[src/rtl/pipe_ctrl.sv]
// pipe_ctrl: pipeline hazard/redirect controller.
// Prioritises stage stall requests into a per-stage hold vector, and turns
// exceptions/mret retiring in MEM into a one-cycle flush with a redirect PC,
// deferring the redirect while the data bus is still busy.
// Optional build macro PIPE_CTRL_WDT_EN adds a 10-bit stall watchdog that
// raises a sticky wdt_err after 1023 consecutive stalled cycles.
module pipe_ctrl (
  input  logic        clk,
  input  logic        rst,
  input  logic        stallreq_if,
  input  logic        stallreq_id,
  input  logic        stallreq_ex,
  input  logic        stallreq_mem,
  input  logic        excp_valid,
  input  logic        mret_valid,
  input  logic [31:0] mtvec,
  input  logic [31:0] mepc,
  output logic [5:0]  stall,
  output logic        flush,
  output logic [31:0] new_pc,
  output logic        wdt_err
);

  typedef enum logic [1:0] {
    IDLE  = 2'd0,
    PEND  = 2'd1,
    FLUSH = 2'd2
  } state_t;

  state_t      r_state;
  state_t      w_nextState;
  logic        r_flush;
  logic [31:0] r_newPc;
  logic [31:0] r_target;
  logic [31:0] w_reqTarget;
  logic [31:0] w_pcSrc;
  logic        w_req;
  logic        w_loadPc;
  logic        w_latchTarget;
  logic [5:0]  w_stallReq;

  // Priority-encode stall requests; WB (bit 5) is never held so a held MEM feeds WB a bubble
  always_comb begin
    w_stallReq = 6'b000000;
    if (stallreq_mem)     w_stallReq = 6'b011111;
    else if (stallreq_ex) w_stallReq = 6'b001111;
    else if (stallreq_id) w_stallReq = 6'b000111;
    else if (stallreq_if) w_stallReq = 6'b000011;
  end

  // The flush cycle overrides every hold so the bubbles propagate everywhere
  assign stall = (r_state == FLUSH) ? 6'b000000 : w_stallReq;

  // Exception takes precedence over mret when both retire together
  assign w_req       = excp_valid | mret_valid;
  assign w_reqTarget = excp_valid ? mtvec : mepc;

  // Redirect FSM next-state: accept in IDLE, wait out the data bus in PEND, flush once
  always_comb begin
    w_nextState   = r_state;
    w_loadPc      = 1'b0;
    w_latchTarget = 1'b0;
    w_pcSrc       = r_target;
    case (r_state)
      IDLE: begin
        if (w_req) begin
          if (stallreq_mem) begin
            w_nextState   = PEND;
            w_latchTarget = 1'b1;
          end else begin
            w_nextState = FLUSH;
            w_loadPc    = 1'b1;
            w_pcSrc     = w_reqTarget;
          end
        end
      end
      PEND: begin
        if (!stallreq_mem) begin
          w_nextState = FLUSH;
          w_loadPc    = 1'b1;
          w_pcSrc     = r_target;
        end
      end
      FLUSH: begin
        w_nextState = IDLE;
      end
      default: begin
        w_nextState = IDLE;
      end
    endcase
  end

  // State, flush pulse, redirect target and the deferred target held while pending
  always_ff @(posedge clk or negedge rst) begin
    if (!rst) begin
      r_state  <= IDLE;
      r_flush  <= 1'b0;
      r_newPc  <= 32'h0;
      r_target <= 32'h0;
    end else begin
      r_state <= w_nextState;
      r_flush <= (w_nextState == FLUSH);
      if (w_loadPc)      r_newPc  <= w_pcSrc;
      if (w_latchTarget) r_target <= w_reqTarget;
    end
  end

  assign flush  = r_flush;
  assign new_pc = r_newPc;

`ifdef PIPE_CTRL_WDT_EN
  logic [9:0] r_wdtCnt;
  logic [9:0] w_wdtNext;
  logic       r_wdtErr;

  // Count consecutive stalled cycles, saturating at the top of the range
  always_comb begin
    w_wdtNext = 10'd0;
    if (stall != 6'b000000) begin
      w_wdtNext = (r_wdtCnt == 10'd1023) ? r_wdtCnt : r_wdtCnt + 10'd1;
    end
  end

  // Watchdog counter and sticky error, cleared only by reset
  always_ff @(posedge clk or negedge rst) begin
    if (!rst) begin
      r_wdtCnt <= 10'd0;
      r_wdtErr <= 1'b0;
    end else begin
      r_wdtCnt <= w_wdtNext;
      if (w_wdtNext == 10'd1023) r_wdtErr <= 1'b1;
    end
  end

  assign wdt_err = r_wdtErr;
`else
  assign wdt_err = 1'b0;
`endif

endmodule
[config.mk]
export PLATFORM = sky130hd
export DESIGN_NAME = pipe_ctrl
export DESIGN_NICKNAME = d
export VERILOG_FILES = /design/src/rtl/pipe_ctrl.sv
export SDC_FILE = /design/constraint.sdc
export NUM_CORES = 1
export LEC_CHECK = 0
export CORE_ASPECT_RATIO = 0.8
export CORE_MARGIN = 3
export CORE_UTILIZATION = 51
export DETAILED_ROUTE_END_ITERATION = 10
export PLACE_DENSITY = 0.85
export SETUP_SLACK_MARGIN = 0.5
export SYNTH_ARGS = -nofsm -noshare
export SYNTH_HDL_FRONTEND = slang
export SYNTH_SLANG_ARGS = --single-unit
export TNS_END_PERCENT = 30
[constraint.sdc]
create_clock -name clk -period 3.5 [get_ports clk]
set_input_delay 0.525 -clock clk [delete_from_list [all_inputs] [get_ports clk]]
set_output_delay 0.525 -clock clk [all_outputs]
set_load 0.05 [all_outputs]
Word-level counts from Yosys, hierarchy flattened
Index checks and enable logic that the tools add are counted. Widths: inputs -> output; s select.

Mux-type cells: 19. Div/mod/pow operators: 0. Multiply operators: 0. Reduce and logical (&&, ||, !) cells: 1. Bitwise logic cells: 1. Shift-type cells: 0. Add/subtract/negate cells: 0. Eq/ne operators: 3. Order comparisons: 0.

Operators with widths (count): $mux 32 (4); $mux 6 (2); $mux 2 (4); $mux 1 (5); $eq 2x2->1 const B (2); $mux 4 (1); $pmux 2 s2 (1); $mux 3 (1); $eq 2x1->1 const B (1); $logic_not 2->1 (1); $pmux 1 s2 (1); $or 1x1->1 (1).

Input port bits: 72. Memories kept: 0. Bits in read-only memories: 0. Logic and storage cells: 28. Bits in writable memories: 0. Output and inout bits: 40. Latch bits: 0. Bits in registers: 67.

Logic depth before layout (Yosys ltp)
Word-level depth: 5. Depth in mapped cells: 6. Gate-level depth less buffers: 3.

Worst setup path before layout
Ideal clock, no wire load.

Path type: input to output. Start point: input stallreq_mem. End point: output stall[1]. Arrival: 1.737 ns. Stages on the path: 3. Setup slack: 1.238 ns. Required time: 2.975 ns. Path buffers: 1. Cell sequence: nor3_1 a21oi_1 buf_4.

Longest elaborated chain between the ends: 2.

Ends and longest elaborated chain: start, declared (line 13) `input logic stallreq_mem,`; $mux 6 (line 45) `if (stallreq_mem) w_stallReq = 6'b011111;`; $mux 6 (line 52) `assign stall = (r_state == FLUSH) ? 6'b000000 : w_stallReq;`; end, declared (line 18) `output logic [5:0] stall,`.

No other way between the ends.

Worst setup path after layout
Start point: input stallreq_mem. End point: output stall[0].

Same word-level chain as after synthesis.

==> flow_metrics.env <==
export IMPL_path_class="input pin to primary output"
export IMPL_grt_overflow=0
export IMPL_synth_area_sq_mm=0.00359
export IMPL_initial_core_util_pct=54.4
export IMPL_synth_area_mux_share_pct=23.1
export IMPL_cts_buffer_depth=2
export IMPL_antenna_found_initial=0
export IMPL_routed_via_density=5.72
export IMPL_p_int_mw=1.88
export IMPL_core_area_sq_mm=0.00660
export IMPL_fin_util_pct=73.1
export IMPL_run_status="complete, no violations"
export IMPL_numCtsBuffers=9
export IMPL_finalSetupTns_ns=0
export IMPL_regArea_sq_mm=0.00168
export IMPL_power_total_mw=2.98
export IMPL_grt_pass1_wl_mm=14.7
export IMPL_grt_pass1_vias=2989
export IMPL_tightest_slew_ns=0.946
export IMPL_fp_dieH_um=81.0
export IMPL_grt_max_degree=45
export IMPL_p_leak_nw=2.02
export IMPL_p_clk_share_pct=23.0
export IMPL_yosys_area_share_simple_pct=6.06
export IMPL_arrival_ns=2.32
export IMPL_drv_slew=0
export IMPL_ant_nets=0
export IMPL_cts_setup_buffers=0
export IMPL_rows=26
export IMPL_comb_power_share_pct=40.6
export IMPL_vias=2830
export IMPL_slew_headroom_pct=37.0
export IMPL_syn2layout_area_growth_pct=34.5
export IMPL_routedWlPerCell_um=18.5
export IMPL_r2r_slack_ns=1.71
export IMPL_antenna_cells=0
export IMPL_synth_cells=308
export IMPL_ys_seq_elements=67
export IMPL_max_cap_violations=0
export IMPL_p_sw_share_pct=36.8
export IMPL_io_pins=112
export IMPL_nFillCells=472
export IMPL_synth_compound_area_share_pct=17.7
export IMPL_cp_max_fo=6
export IMPL_first_pass_iters=4
export IMPL_fin_crit_ns=2.84
export IMPL_synth_xor_area_share_pct=0
export IMPL_routed_wl_mm=9.14
export IMPL_vdd_drop_max_uv=295
export IMPL_critPathRequiredTime_ns=2.97
export IMPL_cts_resized=0
export IMPL_seq_power_share_pct=36.5
export IMPL_switching_power_mw=1.10
export IMPL_grtUsageTotal_pct=23.4
export IMPL_drt_iter0_markers=246
export IMPL_hpwlAfterDp_mm=6.14
export IMPL_multi_input_area_sq_mm=0.00169
export IMPL_cts_tree="built"
export IMPL_whs_ns=0.328
export IMPL_die_w_um=99.8
export IMPL_rsz0062_at_grt="false"
export IMPL_final_hold_viol_count=0
export IMPL_finalClockSkew_ns=0.00605
export IMPL_hold_path_class="input pin to asynchronous set/reset pin"
export IMPL_synth_distinct_cells=26
export IMPL_post_route_drc_count=0
export IMPL_syn_avg_cell_area_sq_um=11.7
export IMPL_drive_gt1_share_pct=24.6
export IMPL_clock_latency_ns=0.34
export IMPL_ys_seq_area_share_pct=46.7
export IMPL_critPathLaunchType="input pin"
export IMPL_crit_path_end_kind="primary output"
export IMPL_setup_violations=0
export IMPL_htreeDepth=3
export IMPL_cts_sinks=67
export IMPL_ctsHoldBuffers=0
export IMPL_fin_nets=479
export IMPL_port_buffer_count=109
export IMPL_synth_top_family_by_area="multiplexers"
export IMPL_fmax_mhz=352
export IMPL_gp_congestion=0.789
export IMPL_p_per_area_mw_per_mm2=617
export IMPL_yosys_area_share_adder_pct=0
export IMPL_synth_warnings=0
export IMPL_cts_root_buf="clkbuf_8"
export IMPL_die_area_sq_mm=0.00809
export IMPL_path_clk_slew_ns=0.07
export IMPL_rr_worst_depth=3
export IMPL_fin_crit_sh_pct=81.3
[power by group through the flow]
| stage | clock (mW) | sequential [mW] | combinational, mW |
|---|---|---|---|
| 2_1_floorplan | 0 | 1.43 | 0.466 |
| 3_3_place_gp | 0 | 1.08 | 1.18 |
| 3_5_place_dp | 0 | 1.10 | 1.21 |
| 4_1_cts | 0.691 | 1.09 | 1.22 |
| 5_1_grt | 0.725 | 1.11 | 1.28 |
| 6_report | 0.685 | 1.09 | 1.21 |
[sequential cells by signal, summed over array words and instances (netlist names)]
name / count
new_pc: 32
r_state: 2
r_target: 32
flush: 1
[cell usage after synthesis (all sizes together)]
master	n	area [sq um]
nor2	38	158
nor3	2	21.3
mux2	64	830
inv	3	11.3
o31ai	32	280
o21ba	1	10.0
a21oi	33	165
conb	1	3.75
nor2b	2	12.5
o21bai	1	18.8
clkbuf	6	22.5
dfrtp	67	1680
nand2b	2	20.0
or2	1	6.26
o21ai	32	160
buf	23	194
[cell type report]
class	count	area share [%]
inverter	3	0.233
multi-input combinational	210	35.0
clock buffer	14	3.78
timing repair buffer	116	23.5
sequential	67	34.7
tap	84	2.18
clock inverter	1	0.622
[worst max-delay path, cell delays in order]
cell	delay [ns]
clkdlybuf4s50_1	0.62
nor3_1	0.12
a21oi_1	0.21
clkdlybuf4s50_1	0.84
[placed cells by master (no fill, tap or decap), drive strengths merged]
master / n
o21bai: 1
o21ai: 32
bufinv: 1
inv: 3
dfrtp: 67
o31ai: 32
or2: 1
nand2b: 2
a21oi: 33
conb: 2
clkbuf: 14
mux2: 64
nor2: 38
nor2b: 2
buf: 9
clkdlybuf4s50: 107
o21ba: 1
nor3: 2
[final timing paths]
kind | startpoint | to
hold reg to reg | r_target[10] | r_target[10]
setup reg to reg | r_state[0] | new_pc[15]
max in group asynchronous | rst | new_pc[5]
setup / recovery | stallreq_mem | stall[0]
min in group clk | r_target[10] | r_target[10]
hold / removal | rst | new_pc[30]
[cells by family after synthesis]
kind of cell           after synthesis
AO/OA/AOI/OAI                       99
multiplexers                        64
other                                1
buffers and inverters               32
AND/OR/NAND/NOR                     45
flip-flops                          67
[per-layer routing]
layer / vias up / part of all wire [%] / track usage, %
li1: 1299 / - / -
met3: 13 / 6.2 / 6.01
met5: - / 0 / 0
met1: 1409 / 41 / 29.6
met4: 0 / 1.6 / 7.64
met2: 109 / 52 / 39.5
[stage by stage]
step                      std cells  setup slack (ns)  instance area (sq um)
final                           495             0.656                   4830
after global routing            495             0.594                   4830
after CTS                       495             0.659                   4830
after detailed placement        480             0.660                   4620
after global placement          480             0.696                   4620
after floorplan                 309              1.24                   3590
(Power assumes the default switching activity.)
